==> src/rtl/fir_xifu_offload_master.sv <==
// Initiator side of the eXtension Interface for the FIR coprocessor: turns a command
// stream into XIF issue/commit and returns results. Optional watchdog: FIR_XIFU_OFFLOAD_TIMEOUT_EN.
module fir_xifu_offload_master #(
   parameter int X_ID_WIDTH      = 4,
   parameter int MAX_OUTSTANDING = 4,
   parameter int TIMEOUT_CYCLES  = 1024
) (
   input  logic                  clk_i,
   input  logic                  rst_ni,
   input  logic                  clear_i,
   input  logic                  cmd_valid_i,
   output logic                  cmd_ready_o,
   input  logic [31:0]           cmd_instr_i,
   input  logic [31:0]           cmd_rs1_i,
   input  logic [31:0]           cmd_rs2_i,
   output logic                  issue_valid_o,
   input  logic                  issue_ready_i,
   output logic [31:0]           issue_instr_o,
   output logic [31:0]           issue_rs0_o,
   output logic [31:0]           issue_rs1_o,
   output logic [1:0]            issue_rs_valid_o,
   output logic [X_ID_WIDTH-1:0] issue_id_o,
   input  logic                  issue_accept_i,
   input  logic                  issue_writeback_i,
   output logic                  commit_valid_o,
   output logic [X_ID_WIDTH-1:0] commit_id_o,
   output logic                  commit_kill_o,
   input  logic                  result_valid_i,
   output logic                  result_ready_o,
   input  logic [X_ID_WIDTH-1:0] result_id_i,
   input  logic [31:0]           result_data_i,
   input  logic [4:0]            result_rd_i,
   input  logic                  result_we_i,
   output logic                  rsp_valid_o,
   input  logic                  rsp_ready_i,
   output logic [X_ID_WIDTH-1:0] rsp_id_o,
   output logic [31:0]           rsp_data_o,
   output logic [4:0]            rsp_rd_o,
   output logic                  rsp_we_o,
   output logic                  rsp_accept_o,
   output logic                  timeout_o
);

   // state  | meaning
   // IDLE   | ready for a command while below the outstanding limit
   // ISSUE  | presenting the registered command on XIF issue
   // COMMIT | one-cycle commit of the issued ID, kill if rejected
   // REJECT | waiting for room in the response register to report a reject

   localparam int OW = $clog2(MAX_OUTSTANDING + 1);

   typedef enum logic [1:0] {
      ST_IDLE,
      ST_ISSUE,
      ST_COMMIT,
      ST_REJECT
   } state_e;

   state_e                state_q;
   logic                  run_q;
   logic [31:0]           instr_q;
   logic [31:0]           rs1_q;
   logic [31:0]           rs2_q;
   logic [X_ID_WIDTH-1:0] next_id_q;
   logic [X_ID_WIDTH-1:0] issued_id_q;
   logic                  accept_q;
   logic                  writeback_q;
   logic [OW-1:0]         outstanding_q;

   logic                  rsp_valid_q;
   logic [X_ID_WIDTH-1:0] rsp_id_q;
   logic [31:0]           rsp_data_q;
   logic [4:0]            rsp_rd_q;
   logic                  rsp_we_q;
   logic                  rsp_accept_q;

   logic cmd_hs;
   logic issue_hs;
   logic result_hs;
   logic rsp_room;
   logic reject_load;
   logic out_inc;
   logic out_dec;

   // run_q keeps every ready low while reset is asserted
   assign cmd_ready_o    = run_q && (state_q == ST_IDLE) &&
                           (outstanding_q < OW'(MAX_OUTSTANDING));
   assign cmd_hs         = cmd_valid_i && cmd_ready_o;
   assign issue_valid_o  = (state_q == ST_ISSUE);
   assign issue_hs       = issue_valid_o && issue_ready_i;
   assign rsp_room       = !rsp_valid_q || rsp_ready_i;
   assign result_ready_o = run_q && rsp_room && (state_q != ST_REJECT);
   assign result_hs      = result_valid_i && result_ready_o;
   assign reject_load    = (state_q == ST_REJECT) && rsp_room;

   assign issue_instr_o    = issue_valid_o ? instr_q : '0;
   assign issue_rs0_o      = issue_valid_o ? rs1_q : '0;
   assign issue_rs1_o      = issue_valid_o ? rs2_q : '0;
   assign issue_rs_valid_o = {2{issue_valid_o}};
   assign issue_id_o       = issue_valid_o ? next_id_q : '0;

   assign commit_valid_o = (state_q == ST_COMMIT);
   assign commit_id_o    = commit_valid_o ? issued_id_q : '0;
   assign commit_kill_o  = commit_valid_o && !accept_q;

   assign rsp_valid_o  = rsp_valid_q;
   assign rsp_id_o     = rsp_id_q;
   assign rsp_data_o   = rsp_data_q;
   assign rsp_rd_o     = rsp_rd_q;
   assign rsp_we_o     = rsp_we_q;
   assign rsp_accept_o = rsp_accept_q;

   // writeback is captured with accept but nothing downstream consumes it yet
   logic unused_writeback;
   assign unused_writeback = writeback_q;

   always_ff @(posedge clk_i or negedge rst_ni) begin
      if (!rst_ni) begin
         state_q     <= ST_IDLE;
         run_q       <= 1'b0;
         instr_q     <= '0;
         rs1_q       <= '0;
         rs2_q       <= '0;
         next_id_q   <= '0;
         issued_id_q <= '0;
         accept_q    <= 1'b0;
         writeback_q <= 1'b0;
      end else if (clear_i) begin
         state_q     <= ST_IDLE;
         run_q       <= 1'b0;
         instr_q     <= '0;
         rs1_q       <= '0;
         rs2_q       <= '0;
         next_id_q   <= '0;
         issued_id_q <= '0;
         accept_q    <= 1'b0;
         writeback_q <= 1'b0;
      end else begin
         run_q <= 1'b1;
         case (state_q)
            ST_IDLE: begin
               if (cmd_hs) begin
                  instr_q <= cmd_instr_i;
                  rs1_q   <= cmd_rs1_i;
                  rs2_q   <= cmd_rs2_i;
                  state_q <= ST_ISSUE;
               end
            end
            ST_ISSUE: begin
               if (issue_ready_i) begin
                  accept_q    <= issue_accept_i;
                  writeback_q <= issue_writeback_i;
                  issued_id_q <= next_id_q;
                  next_id_q   <= next_id_q + X_ID_WIDTH'(1);
                  state_q     <= ST_COMMIT;
               end
            end
            ST_COMMIT: begin
               state_q <= accept_q ? ST_IDLE : ST_REJECT;
            end
            ST_REJECT: begin
               if (rsp_room) state_q <= ST_IDLE;
            end
            default: state_q <= ST_IDLE;
         endcase
      end
   end

   assign out_inc = issue_hs && issue_accept_i;
   assign out_dec = result_hs && (outstanding_q != '0);

   always_ff @(posedge clk_i or negedge rst_ni) begin
      if (!rst_ni) begin
         outstanding_q <= '0;
      end else if (clear_i) begin
         outstanding_q <= '0;
      end else if (out_inc && !out_dec) begin
         outstanding_q <= outstanding_q + OW'(1);
      end else if (out_dec && !out_inc) begin
         outstanding_q <= outstanding_q - OW'(1);
      end
   end

   // Reject load and result load never coincide: result_ready_o is low in REJECT
   always_ff @(posedge clk_i or negedge rst_ni) begin
      if (!rst_ni) begin
         rsp_valid_q  <= 1'b0;
         rsp_id_q     <= '0;
         rsp_data_q   <= '0;
         rsp_rd_q     <= '0;
         rsp_we_q     <= 1'b0;
         rsp_accept_q <= 1'b0;
      end else if (clear_i) begin
         rsp_valid_q  <= 1'b0;
         rsp_id_q     <= '0;
         rsp_data_q   <= '0;
         rsp_rd_q     <= '0;
         rsp_we_q     <= 1'b0;
         rsp_accept_q <= 1'b0;
      end else if (reject_load) begin
         rsp_valid_q  <= 1'b1;
         rsp_id_q     <= issued_id_q;
         rsp_data_q   <= '0;
         rsp_rd_q     <= '0;
         rsp_we_q     <= 1'b0;
         rsp_accept_q <= 1'b0;
      end else if (result_hs) begin
         rsp_valid_q  <= 1'b1;
         rsp_id_q     <= result_id_i;
         rsp_data_q   <= result_data_i;
         rsp_rd_q     <= result_rd_i;
         rsp_we_q     <= result_we_i;
         rsp_accept_q <= 1'b1;
      end else if (rsp_ready_i) begin
         rsp_valid_q  <= 1'b0;
      end
   end

`ifdef FIR_XIFU_OFFLOAD_TIMEOUT_EN
   localparam int TW = $clog2(TIMEOUT_CYCLES + 1);

   logic [TW-1:0] tmr_q;
   logic          timeout_q;

   // Down-counter reloads whenever idle or a result arrives; terminal count sets the sticky flag
   always_ff @(posedge clk_i or negedge rst_ni) begin
      if (!rst_ni) begin
         tmr_q     <= TW'(TIMEOUT_CYCLES);
         timeout_q <= 1'b0;
      end else if (clear_i) begin
         tmr_q     <= TW'(TIMEOUT_CYCLES);
         timeout_q <= 1'b0;
      end else if ((outstanding_q == '0) || result_hs) begin
         tmr_q <= TW'(TIMEOUT_CYCLES);
      end else if (tmr_q != '0) begin
         tmr_q <= tmr_q - TW'(1);
         if (tmr_q == TW'(1)) timeout_q <= 1'b1;
      end
   end

   assign timeout_o = timeout_q;
`else
   logic unused_timeout_cfg;
   assign unused_timeout_cfg = (TIMEOUT_CYCLES > 0);
   assign timeout_o = 1'b0;
`endif

endmodule
==> config.mk <==
export PLATFORM = sky130hd
export DESIGN_NAME = fir_xifu_offload_master
export DESIGN_NICKNAME = d
export VERILOG_FILES = /design/src/rtl/fir_xifu_offload_master.sv
export SDC_FILE = /design/constraint.sdc
export NUM_CORES = 1
export LEC_CHECK = 0
export ABC_AREA = 1
export CAP_MARGIN = 0
export CORE_ASPECT_RATIO = 0.5
export CORE_MARGIN = 2
export CORE_UTILIZATION = 48
export CTS_CLUSTER_DIAMETER = 120
export DETAILED_ROUTE_END_ITERATION = 16
export GPL_TIMING_DRIVEN = 0
export PLACE_DENSITY = 0.92
export SLEW_MARGIN = 20
export SYNTH_ARGS = -nofsm -noshare
export SYNTH_HDL_FRONTEND = slang
export SYNTH_SLANG_ARGS = --single-unit
==> constraint.sdc <==
create_clock -name clk_i -period 5.4 [get_ports clk_i]
set_input_delay 0.81 -clock clk_i [delete_from_list [all_inputs] [get_ports clk_i]]
set_output_delay 0.81 -clock clk_i [all_outputs]
set_load 0.01 [all_outputs]
[After elaboration in Yosys (flattened, before gate mapping)]
Cells that the tools add are included.
Operators by class
  add/sub/neg operators: 3
  $lt $le $gt $ge: 1
  equality and inequality tests: 7
  multiplexer cells: 52
  reductions and logical operators: 30
Operators by type and width (count)
  two-way mux 32 bit: 15
  two-way mux 4 bit: 11
  two-way mux 5 bit: 3
  two-way mux 1 bit: 14
  logical AND 1 bit: 13
  two-way mux 2 bit: 5
  two-way mux 3 bit: 3
  nonzero test 3 bit: 3
  case mux 2 bit (4 select lines): 1
  nonzero test 2 bit: 4
  != test 3 bit (second input constant): 2
  adder 4 x 1 -> 4 bit (second input constant): 1
  equality test 2 bit (second input constant): 2
  zero test 1 bit: 4
  AND reduction 2 bit: 2
  nonzero test 4 bit: 1
  adder 3 x 1 -> 3 bit (second input constant): 1
  < comparator 3 bit (second input constant): 1
  != test 3 x 2 -> 1 bit (second input constant): 1
  AND reduction 3 bit: 1
  subtractor 3 x 1 -> 3 bit (second input constant): 1
  equality test 2 x 1 -> 1 bit (second input constant): 1
  zero test 2 bit: 1
  != test 2 bit (second input constant): 1
  logical OR 1 bit: 1
Storage, ports and cells
  flip-flop bits (word level): 155
  input bits: 147
  word-level logic and storage cells: 108

[Longest topological paths before layout]
  word-level depth: 10
  gate-level depth with buffers: 13
  gate-level depth less buffers: 13

[Worst setup path before layout]
No wires, ideal clock.
  path type: input-to-reg
  start point: in rsp_ready_i
  end point: reg outstanding_q[2]
  library setup time: 117 ps
  arrival time: 2197 ps
  data required time: 5283 ps
  slack: 3086 ps
  cell stages on the path: 12
  buffers on the path: 0
  cells stage by stage: nor2_1 nor2_1 nand3_1 nand2_1 inv_1 fa_1 xnor2_1 inv_1 nand3_1 nand2_1 nand2_1 nand2_1
Between the ends
  cells in the longest elaborated chain, start to end: 9
RTL lines
  from (decl): RTL line 35  | input logic rsp_ready_i,
  logical OR 1 bit *: RTL line 91  | assign rsp_room = !rsp_valid_q || rsp_ready_i;
  logical AND 1 bit * (2 in series): RTL line 92  | assign result_ready_o = run_q && rsp_room && (state_q != ST_REJECT);
  via result_ready_o: RTL line 29  | output logic result_ready_o,
  logical AND 1 bit *: RTL line 93  | assign result_hs = result_valid_i && result_ready_o;
  logical AND 1 bit *: RTL line 170  | assign out_dec = result_hs && (outstanding_q != '0);
  zero test 1 bit: RTL line 177  | end else if (out_inc && !out_dec) begin
  logical AND 1 bit: RTL line 177
  two-way mux 3 bit: RTL line 177
  two-way mux 3 bit: RTL line 175  | end else if (clear_i) begin
  to (signal assigned): RTL line 178  | outstanding_q <= outstanding_q + OW'(1);
  to (signal assigned): RTL line 180  | outstanding_q <= outstanding_q - OW'(1);
  to (decl): RTL line 68  | logic [OW-1:0] outstanding_q;
Mark *: on every way through the listed nets, which the timed path passes. The rest lies on a longest branch.
A chain may end at the register's enable or synchronous reset.

[Worst setup path after layout]
  start point: reg state_q[1]
  end point: out issue_id_o[0]
Between the ends
  cells in the longest elaborated chain, start to end: 2
RTL lines
  from (decl): RTL line 59  | state_e state_q;
  from (signal assigned): RTL line 159  | state_q <= accept_q ? ST_IDLE : ST_REJECT;
  equality test 2 x 1 -> 1 bit: RTL line 89  | assign issue_valid_o = (state_q == ST_ISSUE);
  two-way mux 4 bit: RTL line 100  | assign issue_id_o = issue_valid_o ? next_id_q : '0;
  to (decl): RTL line 22  | output logic [X_ID_WIDTH-1:0] issue_id_o,
Every way passes these cells.

==> results.sh <==
export IMPL_outcome="finished clean"
export IMPL_grt_max_degree=101
export IMPL_crit_top_cell="buf_2"
export IMPL_fp_row_count=32
export IMPL_hp_class="in -> async"
export IMPL_hpwl_mm=17.39
export IMPL_grt_remaining_overflow=0
export IMPL_grt_pass1_wl_mm=38.27
export IMPL_period_share=0.6177
export IMPL_p_sw_mw=1.045
export IMPL_internal_power_mw=2.476
export IMPL_drt_wl_total_mm=23.94
export IMPL_ir_worst_vdd_uv=243.7
export IMPL_antennaDiodeCount=0
export IMPL_p_per_area_nw_per_um2=303.1
export IMPL_swShare=0.2967
export IMPL_power_leakage_nw=5.219
export IMPL_cts_tree="done"
export IMPL_yosys_warnings=0
export IMPL_hold_viol=0
export IMPL_drc_errors=0
export IMPL_drt_first_pass_iters=5
export IMPL_track_usage=0.2861
export IMPL_min_period_ps=3336
export IMPL_clk_insertion_delay_late_ps=420
export IMPL_finalMaxSlewViolations=0
export IMPL_die_h_um=93.68
export IMPL_grt_pass1_vias=7451
export IMPL_cp_end_kind="output pin"
export IMPL_die_w_um=183.4
export IMPL_nNetsFinal=1318
export IMPL_tightest_slew_ps=510.1
export IMPL_max_cap_violations=0
export IMPL_place_gp_congestion=0.8773
export IMPL_clock_fmax_ghz=0.2998
export IMPL_arrival_ps=2530
export IMPL_cts_hold_buffers=0
export IMPL_fin_tns_setup_ps=0
export IMPL_r2r_cells=13
export IMPL_pre_cts_ws_ps=2421
export IMPL_startpoint_type="flop"
export IMPL_worst_path_max_delay_cell="clkdlybuf4s50_1"
export IMPL_setup_viol=0
export IMPL_synth_area_leaders="dfrtp_1 (50%), nand3_2 (9.2%), o21ai_2 (6.9%)"
export IMPL_core_area_um2=15570
export IMPL_clkPwrFrac=0.358
export IMPL_worst_slack_ps=2064
export IMPL_r2r_end="outstanding_q[2]"
export IMPL_clk_pin_slew_ps=60
export IMPL_ant_nets=0
export IMPL_fp_dieArea_um2=17180
export IMPL_start_util=0.4957
export IMPL_syn_num_nets=999
export IMPL_max_stage_delay_ps=500
export IMPL_reg2reg_slack_ps=3020
export IMPL_cts_root_buf="clkbuf_16"
export IMPL_htree_levels=4
export IMPL_path_cells="inv_2, nand2_1, buf_2, buf_4, buf_2, nor2_1, clkdlybuf4s50_1"
export IMPL_relSlewSlack=0.6599
export IMPL_ys_seq_area_frac=0.5024
export IMPL_skew_ps=8.357
export IMPL_routed_via_density=5.178
export IMPL_netlist_area_um2=7720
export IMPL_synth_avg_cell_area_um2=9.082
export IMPL_rr_startpoint="state_q[0]"
export IMPL_critPathRequiredTime_ps=4590
export IMPL_cts_made_buffers=17
export IMPL_crit_fanout=10
export IMPL_drt_initial_drc_count=444
export IMPL_yosysTopAreaCell="dfrtp_1"
export IMPL_drive_gt1_frac=0.1981
export IMPL_area_growth_pct=50.45
export IMPL_critPathKind="reg -> out"
export IMPL_synth_top_area_frac=0.5024
export IMPL_grt_setup_unrepaired="no"
export IMPL_synthCells=850
export IMPL_io_buffers=299
export IMPL_wl_per_cell_um=17.29
export IMPL_synth_distinct_cells=28
export IMPL_clock_path_buffers=2
export IMPL_cts_resized=0
export IMPL_cts_sinks=155
export IMPL_combPwrFrac=0.268
export IMPL_io_pins=303
export IMPL_cts_setup_buffers=0
export IMPL_sequentialPowerShare=0.374
export IMPL_via_count=7172
export IMPL_synth_seq_cells=155
export IMPL_antenna_found_initial=0
## cells by family after synthesis
family | after synthesis | synth area share
AO/OA/AOI/OAI | 114 | 0.1053
XOR/XNOR | 1 | 0.001135
adder cells (fa/ha/maj) | 2 | 0.004214
buffers and inverters | 184 | 0.1186
flip-flops | 155 | 0.5024
other | 1 | 0.0004858
AND/OR/NAND/NOR | 393 | 0.2677
## layout make-up
class | count | area, um2
Fill cell | 1025 | 3960
Sequential cell | 155 | 3879
Timing Repair Buffer | 300 | 3025
Multi-Input combinational cell | 511 | 2925
Inverter | 123 | 461.7
Buffer | 61 | 454.2
Clock buffer | 19 | 442.9
Tap cell | 204 | 255.2
Clock inverter | 12 | 171.4
## cells in the final DEF (no fill, tap or decap), types with 9 or more instances in the layout
master           instances
dfrtp_1                155
buf_6                   18
nand2_1                115
inv_1                  118
buf_2                   27
clkdlybuf4s50_1        298
buf_4                    9
o21ai_2                 61
o21ai_0                 11
nor2_1                 115
o21ai_1                 36
clkbuf_16               17
nand3_2                 71
nand3_1                 77
## flip-flops by register name (all words and copies together), names as in the netlist
register,cells
rsp_valid_o,1
rsp_rd_o,5
rsp_id_o,4
run_q,1
rsp_data_o,32
rsp_we_o,1
state_q,2
accept_q,1
issued_id_q,4
rsp_accept_o,1
next_id_q,4
rs1_q,32
rs2_q,32
outstanding_q,3
instr_q,32
## worst max-delay path, delay by kind of cell (launching register included)
family	cells	cell delay (ps)
DFF	1	460
buffers and inverters	5	1430
and+or+nand+nor	2	200
## cells in the mapped netlist
cell type  count
clkbuf_1       3
dfrtp_1      155
o21ai_0       11
a21oi_1        4
xnor2_1        1
inv_1        118
buf_6         18
a21oi_4        1
ha_1           1
o211ai_1       1
nor3_1         2
buf_4          9
nand2_2        5
nor2_1       115
o21ai_1       36
nand2_1      115
buf_2         27
buf_8          2
fa_1           1
nand3_1       77
nand4_2        1
buf_1          2
nand4_1        5
o21ai_2       61
inv_2          5
nor2_4         2
conb_1         1
nand3_2       71
## how the worst max path moves through the flow
stage / from / cells after the start / slack (ps) / end
floorplan: rsp_ready_i / 12 / 3090 / outstanding_q[2]
global placement: rst_ni / 1 / -2720 / rs1_q[10]
detailed placement: rsp_ready_i / 4 / 2420 / result_ready_o
CTS: state_q[1] / 7 / 2070 / issue_id_o[0]
global route: state_q[1] / 7 / 1940 / issue_rs1_o[30]
finish: state_q[1] / 7 / 2060 / issue_id_o[0]
## layer usage
metal / up-vias / share of wire / global-route usage
li1: 3334 / - / -
met1: 3464 / 0.40 / 0.3461
met2: 282 / 0.51 / 0.5025
met3: 92 / 0.046 / 0.04496
met4: 0 / 0.048 / 0.1480
met5: - / 0 / 0
## power groups by stage
stage,registers (mW),clock network [mW],logic (mW)
floorplan,1.33,0,0.486
global placement,1.33,0,0.900
detailed placement,1.33,0,0.931
CTS,1.32,1.28,0.947
global route,1.33,1.33,1.03
finish,1.32,1.26,0.944
## through the flow
step           hold WS (ps)  instances    util  power [mW]  instance area, um2
2_1_floorplan         486.5        850       -       1.818                7720
3_3_place_gp          461.4       1353  0.7042       2.231               10970
3_5_place_dp          464.1       1354  0.7063       2.266               11000
4_1_cts               320.9       1385  0.7457       3.543               11610
5_1_grt               326.9       1385  0.7457       3.683               11610
6_report              312.2       1385  0.7457       3.521               11610
(Power assumes the default switching activity.)
